`src/rtl/vcpu_sim_ctrl_pkg.sv`:
```
// Shared definitions for the vcore simulation controller: widths, register word offsets,
// STATUS bit layout, timeout fail code and FSM encoding.
package vcpu_sim_ctrl_pkg;

    localparam int unsigned DATA_W = 32;
    localparam int unsigned CODE_W = 31;
    localparam int unsigned OFS_W  = 3;
    localparam int unsigned BYTE_W = 8;

    localparam logic [OFS_W-1:0] OFS_TOHOST  = 3'd0;
    localparam logic [OFS_W-1:0] OFS_CYCLE   = 3'd1;
    localparam logic [OFS_W-1:0] OFS_CONSOLE = 3'd2;
    localparam logic [OFS_W-1:0] OFS_STATUS  = 3'd3;
    localparam logic [OFS_W-1:0] OFS_WDOG    = 3'd4;

    localparam int unsigned ST_DONE     = 0;
    localparam int unsigned ST_WDOG_EXP = 1;
    localparam int unsigned ST_EMPTY    = 2;
    localparam int unsigned ST_FULL     = 3;
    localparam int unsigned ST_OVF      = 4;

    localparam logic [CODE_W-1:0] TIMEOUT_CODE = 31'h7FFF_FFFF;

    typedef enum logic [1:0] {
        S_RUN    = 2'd0,
        S_DRAIN  = 2'd1,
        S_FINISH = 2'd2
    } state_t;

    // Field order matches the STATUS register, done in bit 0
    typedef struct packed {
        logic ovf;
        logic full;
        logic empty;
        logic wdog_exp;
        logic done;
    } status_t;

    function automatic logic [DATA_W-1:0] status_word(input status_t s);
        return {27'd0, s};
    endfunction

endpackage

```
`src/rtl/vcpu_sim_ctrl_if.sv`:
```
// Data-bus access, run-status and console signals between the vcore side and the controller.
interface vcpu_sim_ctrl_if;
    import vcpu_sim_ctrl_pkg::*;

    logic              mem_en;
    logic              mem_wr;
    logic [DATA_W-1:0] mem_addr;
    logic [DATA_W-1:0] mem_wdata;
    logic              hit;
    logic [DATA_W-1:0] rdata;
    logic              done;
    logic              pass;
    logic [CODE_W-1:0] code;
    logic              finish;
    logic              con_valid;
    logic [BYTE_W-1:0] con_data;
    logic              con_ready;

    modport master (
        output mem_en, mem_wr, mem_addr, mem_wdata, con_ready,
        input  hit, rdata, done, pass, code, finish, con_valid, con_data
    );

    modport slave (
        input  mem_en, mem_wr, mem_addr, mem_wdata, con_ready,
        output hit, rdata, done, pass, code, finish, con_valid, con_data
    );
endinterface

```
`src/rtl/sim_ctrl_fifo.sv`:
```
// Console byte FIFO with wrapping (AW+1)-bit pointers; compiled only with SIM_CTRL_CONSOLE_EN.
`ifdef SIM_CTRL_CONSOLE_EN
module sim_ctrl_fifo #(
    parameter int unsigned DEPTH = 16,
    parameter int unsigned W     = 8
) (
    input  logic                   clk,
    input  logic                   rst_n,
    input  logic                   push,
    input  logic                   pop,
    input  logic [W-1:0]           wdata,
    output logic [W-1:0]           rdata,
    output logic                   full,
    output logic                   empty,
    output logic [$clog2(DEPTH):0] count
);
    localparam int unsigned AW = $clog2(DEPTH);
    localparam int unsigned CW = AW + 1;

    logic [CW-1:0] wr_ptr, rd_ptr;
    logic [W-1:0]  mem [DEPTH];
    logic          push_ok, pop_ok;

    assign count   = wr_ptr - rd_ptr;
    assign empty   = (count == '0);
    assign full    = (count == CW'(DEPTH));
    assign pop_ok  = pop && !empty;
    // A push into a full FIFO still lands when the same cycle frees an entry
    assign push_ok = push && (!full || pop_ok);
    assign rdata   = empty ? '0 : mem[rd_ptr[AW-1:0]];

    always_ff @(posedge clk or negedge rst_n) begin
        if (!rst_n) begin
            wr_ptr <= '0;
            rd_ptr <= '0;
        end else begin
            if (push_ok) wr_ptr <= wr_ptr + CW'(1);
            if (pop_ok)  rd_ptr <= rd_ptr + CW'(1);
        end
    end

    always_ff @(posedge clk) begin
        if (push_ok) mem[wr_ptr[AW-1:0]] <= wdata;
    end
endmodule
`endif

```
`src/rtl/vcpu_sim_ctrl.sv`:
```
// Memory-mapped simulation controller: TOHOST pass/fail, cycle counter, watchdog and RUN/DRAIN/FINISH FSM.
// The console FIFO and con_* outputs exist only when SIM_CTRL_CONSOLE_EN is defined.
module vcpu_sim_ctrl
    import vcpu_sim_ctrl_pkg::*;
#(
    parameter logic [31:0] BASE_ADDR   = 32'hFFFF_0000,
    parameter int unsigned TIMEOUT_CYC = 250,
    parameter int unsigned FIFO_DEPTH  = 16
) (
    input  logic           clk,
    input  logic           rst_n,
    vcpu_sim_ctrl_if.slave bus
);
    localparam int unsigned CW = $clog2(FIFO_DEPTH) + 1;

    state_t            state, state_nxt;
    logic              done_nxt, pass_nxt, finish_nxt, wdog_exp, wdog_exp_nxt;
    logic [CODE_W-1:0] code_nxt;
    logic [DATA_W-1:0] cycle_cnt, wdog_cnt, tohost, rd_val;
    logic              sel, wr_hit, rd_hit, in_run;
    logic              tohost_wr, wdog_wr, con_wr, wdog_fire;
    logic [OFS_W-1:0]  ofs;
    logic              ovf, fifo_full, fifo_empty;
    logic [CW-1:0]     fifo_count;
    status_t           status;
    logic              unused_bits;

    assign sel       = bus.mem_en && (bus.mem_addr[31:5] == BASE_ADDR[31:5]);
    assign ofs       = bus.mem_addr[4:2];
    assign wr_hit    = sel && bus.mem_wr;
    assign rd_hit    = sel && !bus.mem_wr;
    assign in_run    = (state == S_RUN);
    assign tohost_wr = wr_hit && (ofs == OFS_TOHOST) && in_run;
    assign wdog_wr   = wr_hit && (ofs == OFS_WDOG) && in_run;
    assign con_wr    = wr_hit && (ofs == OFS_CONSOLE);
    // A reload in the expiry cycle keeps the run alive
    assign wdog_fire = in_run && !wdog_wr && (wdog_cnt == 32'd1);
    assign unused_bits = ^{bus.mem_addr[1:0], bus.con_ready, con_wr};

`ifdef SIM_CTRL_CONSOLE_EN
    localparam bit CON_EN = 1'b1;
    logic              fifo_pop;
    logic [BYTE_W-1:0] fifo_head;

    assign fifo_pop = bus.con_ready && !fifo_empty;

    sim_ctrl_fifo #(.DEPTH(FIFO_DEPTH), .W(BYTE_W)) u_fifo (
        .clk   (clk),
        .rst_n (rst_n),
        .push  (con_wr),
        .pop   (fifo_pop),
        .wdata (bus.mem_wdata[BYTE_W-1:0]),
        .rdata (fifo_head),
        .full  (fifo_full),
        .empty (fifo_empty),
        .count (fifo_count)
    );

    always_ff @(posedge clk or negedge rst_n) begin
        if (!rst_n)                               ovf <= 1'b0;
        else if (con_wr && fifo_full && !fifo_pop) ovf <= 1'b1;
    end

    assign bus.con_valid = !fifo_empty;
    assign bus.con_data  = fifo_head;
`else
    localparam bit CON_EN = 1'b0;
    assign fifo_full     = 1'b0;
    assign fifo_empty    = 1'b1;
    assign fifo_count    = '0;
    assign ovf           = 1'b0;
    assign bus.con_valid = 1'b0;
    assign bus.con_data  = '0;
`endif

    // Register read mux
    always_comb begin
        status.ovf      = ovf;
        status.full     = fifo_full;
        status.empty    = fifo_empty;
        status.wdog_exp = wdog_exp;
        status.done     = bus.done;
        rd_val          = '0;
        case (ofs)
            OFS_TOHOST:  rd_val = tohost;
            OFS_CYCLE:   rd_val = cycle_cnt;
            OFS_CONSOLE: rd_val = CON_EN ? (32'(FIFO_DEPTH) - 32'(fifo_count)) : '0;
            OFS_STATUS:  rd_val = status_word(status);
            default:     rd_val = '0;
        endcase
    end

    // FSM next state and next values of the run-result outputs; TOHOST beats watchdog expiry
    always_comb begin
        state_nxt    = state;
        done_nxt     = bus.done;
        pass_nxt     = bus.pass;
        code_nxt     = bus.code;
        finish_nxt   = bus.finish;
        wdog_exp_nxt = wdog_exp;
        case (state)
            S_RUN: begin
                if (tohost_wr && (bus.mem_wdata != '0)) begin
                    state_nxt = S_DRAIN;
                    done_nxt  = 1'b1;
                    pass_nxt  = (bus.mem_wdata == 32'd1);
                    code_nxt  = bus.mem_wdata[31:1];
                end else if (wdog_fire) begin
                    state_nxt    = S_DRAIN;
                    done_nxt     = 1'b1;
                    pass_nxt     = 1'b0;
                    code_nxt     = TIMEOUT_CODE;
                    wdog_exp_nxt = 1'b1;
                end
            end
            S_DRAIN: begin
                if (fifo_empty) begin
                    state_nxt  = S_FINISH;
                    finish_nxt = 1'b1;
                end
            end
            S_FINISH: state_nxt = S_FINISH;
            default:  state_nxt = S_RUN;
        endcase
    end

    always_ff @(posedge clk or negedge rst_n) begin
        if (!rst_n) begin
            state      <= S_RUN;
            bus.done   <= 1'b0;
            bus.pass   <= 1'b0;
            bus.code   <= '0;
            bus.finish <= 1'b0;
            bus.hit    <= 1'b0;
            bus.rdata  <= '0;
            wdog_exp   <= 1'b0;
            cycle_cnt  <= '0;
            wdog_cnt   <= 32'(TIMEOUT_CYC);
            tohost     <= '0;
        end else begin
            state      <= state_nxt;
            bus.done   <= done_nxt;
            bus.pass   <= pass_nxt;
            bus.code   <= code_nxt;
            bus.finish <= finish_nxt;
            wdog_exp   <= wdog_exp_nxt;
            bus.hit    <= sel;
            if (rd_hit)    bus.rdata <= rd_val;
            if (tohost_wr) tohost    <= bus.mem_wdata;
            // Counter and watchdog only advance while the run is live
            if (in_run) begin
                cycle_cnt <= cycle_cnt + 32'd1;
                if (wdog_wr)              wdog_cnt <= 32'(TIMEOUT_CYC);
                else if (wdog_cnt != '0)  wdog_cnt <= wdog_cnt - 32'd1;
            end
        end
    end

endmodule
```
`src/flat_wrapper.sv`:
```
// flat-port wrapper written by rule: the top's interface ports become plain ports
module vcpu_sim_ctrl_flat import vcpu_sim_ctrl_pkg::*;
#(
    parameter logic [31:0] BASE_ADDR   = 32'hFFFF_0000,
    parameter int unsigned TIMEOUT_CYC = 250,
    parameter int unsigned FIFO_DEPTH  = 16
)
  (clk, rst_n, bus_mem_en, bus_mem_wr, bus_mem_addr, bus_mem_wdata, bus_con_ready, bus_hit, bus_rdata, bus_done, bus_pass, bus_code, bus_finish, bus_con_valid, bus_con_data);
  vcpu_sim_ctrl_if bus_i ();
  input  logic clk;
  input  logic rst_n;
  input wire logic [$bits(bus_i.mem_en)-1:0] bus_mem_en;
  input wire logic [$bits(bus_i.mem_wr)-1:0] bus_mem_wr;
  input wire logic [$bits(bus_i.mem_addr)-1:0] bus_mem_addr;
  input wire logic [$bits(bus_i.mem_wdata)-1:0] bus_mem_wdata;
  input wire logic [$bits(bus_i.con_ready)-1:0] bus_con_ready;
  output wire logic [$bits(bus_i.hit)-1:0] bus_hit;
  output wire logic [$bits(bus_i.rdata)-1:0] bus_rdata;
  output wire logic [$bits(bus_i.done)-1:0] bus_done;
  output wire logic [$bits(bus_i.pass)-1:0] bus_pass;
  output wire logic [$bits(bus_i.code)-1:0] bus_code;
  output wire logic [$bits(bus_i.finish)-1:0] bus_finish;
  output wire logic [$bits(bus_i.con_valid)-1:0] bus_con_valid;
  output wire logic [$bits(bus_i.con_data)-1:0] bus_con_data;
  assign bus_i.mem_en = bus_mem_en;
  assign bus_i.mem_wr = bus_mem_wr;
  assign bus_i.mem_addr = bus_mem_addr;
  assign bus_i.mem_wdata = bus_mem_wdata;
  assign bus_i.con_ready = bus_con_ready;
  assign bus_hit = bus_i.hit;
  assign bus_rdata = bus_i.rdata;
  assign bus_done = bus_i.done;
  assign bus_pass = bus_i.pass;
  assign bus_code = bus_i.code;
  assign bus_finish = bus_i.finish;
  assign bus_con_valid = bus_i.con_valid;
  assign bus_con_data = bus_i.con_data;
  vcpu_sim_ctrl #(.BASE_ADDR(BASE_ADDR), .TIMEOUT_CYC(TIMEOUT_CYC), .FIFO_DEPTH(FIFO_DEPTH)) u_core (.clk(clk), .rst_n(rst_n), .bus(bus_i));
endmodule
```
`config.mk`:
```
export PLATFORM = sky130hd
export DESIGN_NAME = vcpu_sim_ctrl_flat
export DESIGN_NICKNAME = d
export VERILOG_FILES = /design/src/rtl/vcpu_sim_ctrl_pkg.sv /design/src/rtl/vcpu_sim_ctrl_if.sv /design/src/rtl/sim_ctrl_fifo.sv /design/src/rtl/vcpu_sim_ctrl.sv /design/src/flat_wrapper.sv
export SDC_FILE = /design/constraint.sdc
export NUM_CORES = 1
export LEC_CHECK = 0
export CORE_UTILIZATION = 50
export DETAILED_ROUTE_END_ITERATION = 7
export GPL_ROUTABILITY_DRIVEN = 0
export PLACE_DENSITY = 0.77
export SLEW_MARGIN = 20
export SYNTH_ARGS = -nofsm -noshare
export SYNTH_HDL_FRONTEND = slang
export SYNTH_SLANG_ARGS = --single-unit
```
`constraint.sdc`:
```
create_clock -name clk -period 6 [get_ports clk]
set_input_delay 1.5 -clock clk [delete_from_list [all_inputs] [get_ports clk]]
set_output_delay 1.5 -clock clk [all_outputs]
set_load 0.02 [all_outputs]
```
Word-level counts from Yosys, hierarchy flattened. Cells that the tools add are included. Widths: inputs -> output; s select.

Bits in registers: 166. Output and inout bits: 76.

$add $sub $neg: 2. Equality and inequality tests: 9. Muxes and demuxes: 12. Bitwise gates (word level): 1. Reductions and logical operators: 22.

Operators with widths (count): $pmux 32 s3 (1); $eq 32x1->1 const B (2); $mux 32 (2); $reduce_bool 32->1 (2); $mux 31 (2); $add 32x1->32 const B (1); $sub 32x1->32 const B (1); $eq 27x27->1 const B (1); $logic_and 1x1->1 (10); $mux 1 (4); $mux 2 (2); $pmux 2 s2 (1); $reduce_and 2->1 (2); $reduce_bool 2->1 (2); $eq 3x1->1 const B (1); $eq 3x2->1 const B (1); $eq 3x3->1 const B (1); $logic_not 3->1 (1); $ne 3x3->1 const B (1); $reduce_and 3->1 (1); $eq 2x1->1 const B (1); $eq 2x2->1 const B (1); $logic_not 1->1 (2); $logic_not 2->1 (1); 2 further kinds (2).

Depth between registers and ports, before layout. Gate-level depths: netlist of the first run.

Word-level depth: 11. Gate-level depth with buffers: 8.

Worst setup path after synthesis of the first run. Ideal clock, no wire load.

Path kind: in2reg. Start point: in bus_mem_addr[14]. End point: reg u_core.bus.code[10]. Library setup time: 0.121 ns. Arrival time: 3.443 ns. Required time: 5.879 ns. Setup slack: 2.436 ns. Stages on the path: 8. Cell sequence: nor4b_1 -> and4_1 -> clkbuf_1 -> nand3_1 -> or2_2 -> clkbuf_1 -> buf_1 -> o22a_1.

Word-level cells in the longest chain between the ends: 10. Elaborated cells between the ends (all ways): 14. Those cells by class: 1 x eq/ne; 1 x mux; 12 x reduce/logical.

Ends and longest elaborated chain: from (decl) (line flat_wrapper.sv:14) `input wire logic [$bits(bus_i.mem_addr)-1:0] bus_mem_addr;`; $eq 27x27->1 (*) (line vcpu_sim_ctrl.sv:28) `assign sel = bus.mem_en && (bus.mem_addr[31:5] == BASE_ADDR[31:5]);`; $logic_and 1x1->1 (*) (line vcpu_sim_ctrl.sv:28); $logic_and 1x1->1 (*) (line vcpu_sim_ctrl.sv:30) `assign wr_hit = sel && bus.mem_wr;`; $logic_and 1x1->1 (2 in series) (line vcpu_sim_ctrl.sv:34) `assign wdog_wr = wr_hit && (ofs == OFS_WDOG) && in_run;`; $logic_not 1->1 (line vcpu_sim_ctrl.sv:37) `assign wdog_fire = in_run && !wdog_wr && (wdog_cnt == 32'd1);`; $logic_and 1x1->1 (2 in series) (line vcpu_sim_ctrl.sv:37); $reduce_bool 2->1 (no line); $reduce_and 2->1 (no line); to (signal assigned) (line vcpu_sim_ctrl.sv:144) `bus.code <= code_nxt;`; to (decl) (line vcpu_sim_ctrl_if.sv:26) `output hit, rdata, done, pass, code, finish, con_valid, con_data`.

Every way passes the cells marked *; elsewhere a longest branch is shown, timed or not. A chain may end at the register's enable or synchronous reset.

Final worst setup path of the first run.
Start point: in bus_mem_addr[2]. End point: reg u_core.wdog_cnt[29].

Word-level cells in the longest chain between the ends: 5. Elaborated cells between the ends (all ways): 6. Those cells by class: 1 x eq/ne; 1 x mux; 4 x reduce/logical.

Ends and longest elaborated chain: $eq 3x3->1 (*) (line vcpu_sim_ctrl.sv:34); $logic_and 1x1->1 (*) (2 in series) (line vcpu_sim_ctrl.sv:34); $reduce_bool 2->1 (no line); $reduce_and 2->1 (no line); to (signal assigned) (line vcpu_sim_ctrl.sv:138) `wdog_cnt <= 32'(TIMEOUT_CYC);`; to (signal assigned) (line vcpu_sim_ctrl.sv:153) `if (wdog_wr) wdog_cnt <= 32'(TIMEOUT_CYC);`; to (signal assigned) (line vcpu_sim_ctrl.sv:154) `else if (wdog_cnt != '0) wdog_cnt <= wdog_cnt - 32'd1;`; to (decl) (line vcpu_sim_ctrl.sv:19) `logic [DATA_W-1:0] cycle_cnt, wdog_cnt, tohost, rd_val;`.

Marked as above.

==> flow_summary.json, run 1 <==
{
  "crit_fanout": 12,
  "synth.avg_cell_area_um2": 10.5,
  "drt_iter0_markers": 690,
  "instances_no_fill": 1058,
  "yosys-top-cells-area": "dfrtp_1, nand2_1, o21ai_0",
  "p_leak_nw": 4.16,
  "drc_errors": 0,
  "grt_pass1_wl_um": 34200,
  "fin_worst_skew_ps": 9.23,
  "first_pass_iters": 5,
  "maxSlewHeadroom_pct": 31.0,
  "path_clk_slew_ps": 60,
  "h-tree-depth": 4,
  "grt_remaining_overflow": 0,
  "clock_sinks": 166,
  "routed_wl_um": 21000,
  "die_h_um": 126,
  "synth-xor-area-share_pct": 3.51,
  "rsz0062_at_grt": "false",
  "p_per_area_nw_per_um2": 236,
  "grt_pass1_vias": 6637,
  "cts_buffers": 17,
  "synthSimpleGateAreaFrac_pct": 18.8,
  "cp_cell_sequence": "clkdlybuf4s50_1 > nand4bb_1 > nor4_1 > a21oi_1 > buf_4 > and4_1 > a211o_1",
  "synth_cell_types": 62,
  "final_core_util_pct": 64.4,
  "slew_violations": 0,
  "fin_crit_ps": 4270,
  "synth_top_family_by_area": "simple AND/OR/NAND/NOR gates",
  "clock_latency_ps": 430,
  "initial_core_util_pct": 51.1,
  "cts_resized": 0,
  "slowest_stage": "nor4_1",
  "end_kind": "flip-flop",
  "worst-slew-pin-transition_ps": 1030,
  "synth_area_leader_cell": "dfrtp_1",
  "yosys.area.top_type_share_pct": 51.8,
  "globalRouteTotalUtil_pct": 27.6,
  "synthArstFlopShare_pct": 100,
  "cts_tree": "done",
  "syn_area_um2": 7730,
  "synth_adder_area_share_pct": 0.971,
  "finalCritPeriodShare_pct": 71.1,
  "fin_setup_tns_ps": 0,
  "layout-drive-gt1-share_pct": 7.82,
  "placed_area_um2": 9170,
  "nFillCells": 1145,
  "ios": 145,
  "post_cts_buffers": 0,
  "syn_inst": 737,
  "hold_viol": 0,
  "wire_per_inst_um": 19.9,
  "postRouteAntennaNets": 0,
  "grt_max_degree": 72,
  "dp_cells": 1027,
  "synthToLayoutAreaGrowth_pct": 26.1,
  "rrSetupSlack_ps": 2730,
  "critical_path.reg2reg.startpoint": "u_core.wdog_cnt[24]$_DFFE_PN0P_",
  "setup_viol": 0,
  "start_kind": "input port",
  "port_buffers": 132,
  "finalPower_mw": 2.30,
  "hp-class": "flip-flop to flip-flop",
  "die_w_um": 126,
  "synth-edff-count": 0,
  "core_area_um2": 15100,
  "critPathArrivalTime_ps": 4580,
  "cts.path.max_buffers": 2,
  "yosys_warnings": 0,
  "root_buffer": "clkbuf_16",
  "status": "complete, no violations",
  "synth_compound_area_share_pct": 18.4,
  "timing.hold.ws_ps": 462,
  "ctsHoldBuffers": 0,
  "ys_ff_latch": 166,
  "max_freq_ghz": 0.234,
  "dominantRegCellSynth": "dfrtp_1",
  "vias_per_cell": 6.26,
  "pre_cts_ws_ps": 1380,
  "yosysSeqAreaShare_pct": 53.8,
  "synth.area.mux_share_pct": 0.680,
  "critPathLaunch": "bus_mem_addr[2]",
  "cp_data_required_time_ps": 6310,
  "setup_ws_ps": 1730,
  "cp_slowest_stage_delay_ps": 800,
  "crit_type": "input port to flip-flop",
  "max-vdd-ir-drop_v": 0.000192,
  "hpwlAfterDp_um": 14300,
  "maxCapViolCount": 0,
  "nets": 933,
  "fin_area_um2": 9760,
  "num_vias": 6621,
  "die-area_um2": 16000,
  "antennaDiodeCount": 0,
  "antenna_found_initial": 0,
  "rows": 45,
  "hp-start": "u_core.bus.finish$_DFFE_PN0N_"
}
-- worst max-delay path, delay by kind of cell --
| kind | cells | cell delay (ps) |
|---|---|---|
| buffers and inverters | 2 | 940 |
| AOI/OAI and AO/OA | 2 | 790 |
| and+or+nand+nor | 3 | 1340 |
-- sequential cells by signal, indices dropped and copies added, names as in the netlist --
name               count
u_core.bus.rdata      32
u_core.cycle_cnt      32
u_core.tohost         32
u_core.wdog_cnt       32
u_core.bus.code       31
u_core.state           2
u_core.bus.done        1
u_core.bus.finish      1
u_core.bus.hit         1
u_core.bus.pass        1
u_core.wdog_exp        1
-- cells in the mapped netlist (3+ instances only) --
library cell	number
a21oi_1	15
a22o_1	26
a22oi_1	30
a31oi_1	6
and2_1	4
and3_1	9
and4_1	7
buf_1	3
buf_4	11
buf_6	3
clkbuf_1	31
dfrtp_1	160
dfstp_2	6
ha_1	6
inv_1	11
mux2i_1	3
nand2_1	80
nand2b_1	4
nand3_1	23
nand4_1	29
nor2_1	28
nor3_1	19
nor4_1	19
o211ai_1	5
o21ai_0	50
o21ai_1	6
o22a_1	26
o31a_1	3
o31ai_1	13
o41ai_1	3
or2_2	4
or3_1	10
or4_1	15
or4_4	3
xnor2_1	18
xor2_1	13
-- path summary, 6_finish.rpt --
kind | endpoint | depth (start not counted)
worst min-delay path | u_core.bus.finish$_DFFE_PN0N_ | 1
worst max-delay path | u_core.wdog_cnt[29]$_DFFE_PN0P_ | 7
worst min register to register | u_core.bus.finish$_DFFE_PN0N_ | 1
min in group asynchronous | u_core.bus.code[28]$_DFFE_PN0P_ | 1
worst max register to register | u_core.wdog_cnt[29]$_DFFE_PN0P_ | 5
max in group asynchronous | u_core.state[0]$_DFFE_PN0P_ | 2
-- routing by layer --
layer / wire [um] / global-route usage (%) / vias to the layer above / part of all wire (%)
met5: 0 / 0 / - / 0
met4: 406 / 9.78 / 0 / 1.9
met3: 1390 / 5.86 / 44 / 6.6
met2: 10400 / 46.0 / 296 / 50
met1: 8810 / 35.7 / 3275 / 42
li1: - / - / 3006 / -
-- final cells by class --
type                            count  area [um^2]  share of cell area [%]
Timing Repair Buffer              144         1420                    14.5
Tap cell                          188          235                    2.41
Inverter                           11         41.3                   0.423
Clock inverter                      9          128                    1.31
Clock buffer                       22          454                    4.66
Sequential cell                   166         4160                    42.7
Multi-Input combinational cell    518         3320                    34.0
-- logic make-up after synthesis --
group	Yosys count
XOR/XNOR	31
flip-flops	166
multiplexers	5
adder cells (fa/ha/maj)	6
buffers and inverters	61
other	1
AND/OR/NAND/NOR	267
AO/OA/AOI/OAI	200
-- power breakdown --
group / internal (mW) / total, mW / switching, mW
sequential: 1.12 / 1.12 / 0.0000292
combinational: 0.0421 / 0.0940 / 0.0519
clock: 0.661 / 1.09 / 0.427
total: 1.82 / 2.30 / 0.479
-- cells in the final DEF, fill, tap and decap left out, types with 5 or more instances in the layout --
cell type	n
or4_1	15
and4_1	7
a31oi_1	6
a22o_1	26
dfstp_2	6
buf_4	11
xor2_1	13
a22oi_1	30
inv_1	11
or3_1	10
nand2_1	80
conb_1	9
nand4_1	29
clkdlybuf4s50_1	131
o211ai_1	5
nor3_1	18
a21oi_1	15
xnor2_1	18
ha_1	6
and3_1	9
nor2_1	27
nor4_1	19
o22a_1	26
o31ai_1	13
o21ai_0	50
dfrtp_1	160
clkbuf_16	17
nand3_1	23
o21ai_1	6
Power figures use the tool's default switching activity.
==> inputs of run 2 (changes only) <==
--- a/config.mk
+++ b/config.mk
@@ -5,10 +5,10 @@
 export SDC_FILE = /design/constraint.sdc
 export NUM_CORES = 1
 export LEC_CHECK = 0
-export CORE_UTILIZATION = 50
+export CORE_UTILIZATION = 47
 export DETAILED_ROUTE_END_ITERATION = 7
 export GPL_ROUTABILITY_DRIVEN = 0
-export PLACE_DENSITY = 0.77
+export PLACE_DENSITY = 0.76
 export SLEW_MARGIN = 20
 export SYNTH_ARGS = -nofsm -noshare
 export SYNTH_HDL_FRONTEND = slang
==> constraint.sdc (replaced) <==
create_clock -name clk -period 3.6 [get_ports clk]
set_input_delay 0.9 -clock clk [delete_from_list [all_inputs] [get_ports clk]]
set_output_delay 0.9 -clock clk [all_outputs]
set_load 0.02 [all_outputs]
==> flow_summary.json, run 2 (same netlist as run 1, synthesis figures left out) <==
{
  "setup_ws_ps": 545,
  "cts_tree": "done",
  "max-vdd-ir-drop_v": 0.000326,
  "ctsHoldBuffers": 0,
  "grt_max_degree": 65,
  "cts.path.max_buffers": 2,
  "antenna_found_initial": 0,
  "status": "complete, no violations",
  "maxCapViolCount": 0,
  "cp_slowest_stage_delay_ps": 720,
  "reg2reg_depth": 6,
  "clock_sinks": 166,
  "fin_setup_tns_ps": 0,
  "wire_per_inst_um": 18.6,
  "fin_worst_skew_ps": 9.87,
  "routed_wl_um": 20600,
  "vias_per_cell": 5.99,
  "rows": 46,
  "crit_fanout": 10,
  "ios": 145,
  "pre_cts_ws_ps": 340,
  "first_pass_iters": 5,
  "post_cts_buffers": 0,
  "layout-drive-gt1-share_pct": 10.0,
  "finalCritPeriodShare_pct": 84.9,
  "layout_commonest_cell": "dfrtp_1",
  "root_buffer": "clkbuf_16",
  "critical_path.reg2reg.startpoint": "u_core.wdog_cnt[29]$_DFFE_PN0P_",
  "nets": 950,
  "drt_iter0_markers": 577,
  "postRouteAntennaNets": 0,
  "max_freq_ghz": 0.327,
  "grt_pass1_wl_um": 32800,
  "crit_type": "flip-flop to flip-flop",
  "synthToLayoutAreaGrowth_pct": 29.1,
  "instances_no_fill": 1104,
  "cp_data_required_time_ps": 3970,
  "port_buffers": 132,
  "antennaDiodeCount": 0,
  "drc_errors": 0,
  "setup_viol": 0,
  "r2r_end": "u_core.wdog_cnt[29]$_DFFE_PN0P_",
  "multiInputGateArea_um2": 3320,
  "slowest_stage": "or4_1",
  "die-area_um2": 17000,
  "critPathArrivalTime_ps": 3420,
  "cts_buffers": 17,
  "initial_core_util_pct": 48.3,
  "grt_remaining_overflow": 0,
  "grt_pass1_vias": 6257,
  "maxSlewHeadroom_pct": 39.5,
  "p_leak_nw": 4.26,
  "worst-slew-pin-transition_ps": 907,
  "placed_area_um2": 9380,
  "core_area_um2": 16000,
  "dp_cells": 1072,
  "finalPower_mw": 3.87,
  "rrSetupSlack_ps": 540,
  "hold_viol": 0,
  "fin_crit_ps": 3060,
  "regArea_um2": 4160,
  "die_h_um": 130,
  "start_kind": "flip-flop",
  "cts_resized": 0,
  "critPathMostFrequentCell": "or4_4",
  "final_cell_mix": "dfrtp_1, clkdlybuf4s50_1, nand2_1, o21ai_0, a22oi_1",
  "p_per_area_nw_per_um2": 388,
  "hp-class": "input port to async pin",
  "h-tree-depth": 4,
  "timing.hold.ws_ps": 420,
  "hpwlAfterDp_um": 14300,
  "final_core_util_pct": 62.4,
  "cp_cell_sequence": "or4_4 > or4_4 > or4_1 > buf_4 > o21ai_2 > a211o_1",
  "clock_latency_ps": 430,
  "fin_area_um2": 9990,
  "die_w_um": 130,
  "nFillCells": 1336,
  "num_vias": 6618,
  "rsz0062_at_grt": "false",
  "critPathCapture": "u_core.wdog_cnt[29]$_DFFE_PN0P_",
  "end_kind": "flip-flop",
  "globalRouteTotalUtil_pct": 25.2,
  "path_clk_slew_ps": 70,
  "critPathLaunch": "u_core.wdog_cnt[29]$_DFFE_PN0P_",
  "slew_violations": 0
}
==> run 2: final cells by class <==
cell class	instances	share of cell area [%]
inverter	11	0.413
tap	216	2.71
sequential	166	41.7
timing repair buffer	161	15.9
clock inverter	10	1.20
clock buffer	22	4.85
multi-input combinational	518	33.2
==> run 2: how the worst min path moves through the flow <==
stage	end	startpoint	slack (ps)	cells past startpoint
global route	u_core.bus.rdata[5]$_DFFE_PN0P_	rst_n	470	1
finish	u_core.bus.rdata[5]$_DFFE_PN0P_	rst_n	420	1
global placement	u_core.tohost[28]$_DFFE_PN0P_	u_core.tohost[28]$_DFFE_PN0P_	450	2
floorplan	u_core.tohost[0]$_DFFE_PN0P_	u_core.tohost[0]$_DFFE_PN0P_	440	2
detailed placement	u_core.tohost[0]$_DFFE_PN0P_	u_core.tohost[0]$_DFFE_PN0P_	460	2
CTS	u_core.bus.rdata[5]$_DFFE_PN0P_	rst_n	440	1
==> run 2: critical path, delay by kind of cell (launching register included) <==
kind	cells	cell delay [ps]
simple gates	3	1880
flops	1	420
compound gates	2	410
buf+inv	1	280
==> run 2: where the power goes <==
group          leakage, nW  internal, mW  total [mW]  switching, mW
registers             2.25          1.87        1.87      0.0000454
logic                 1.72        0.0750       0.162         0.0865
clock network        0.293          1.10        1.85          0.748
total                 4.26          3.04        3.87          0.835
==> run 2: layer usage <==
metal	GRT usage, %	share of wire, %	routed length [um]
met5	0	0	0
met4	8.48	1.4	285
met3	5.41	6.6	1350
met2	42.0	49	10100
met1	32.8	43	8860
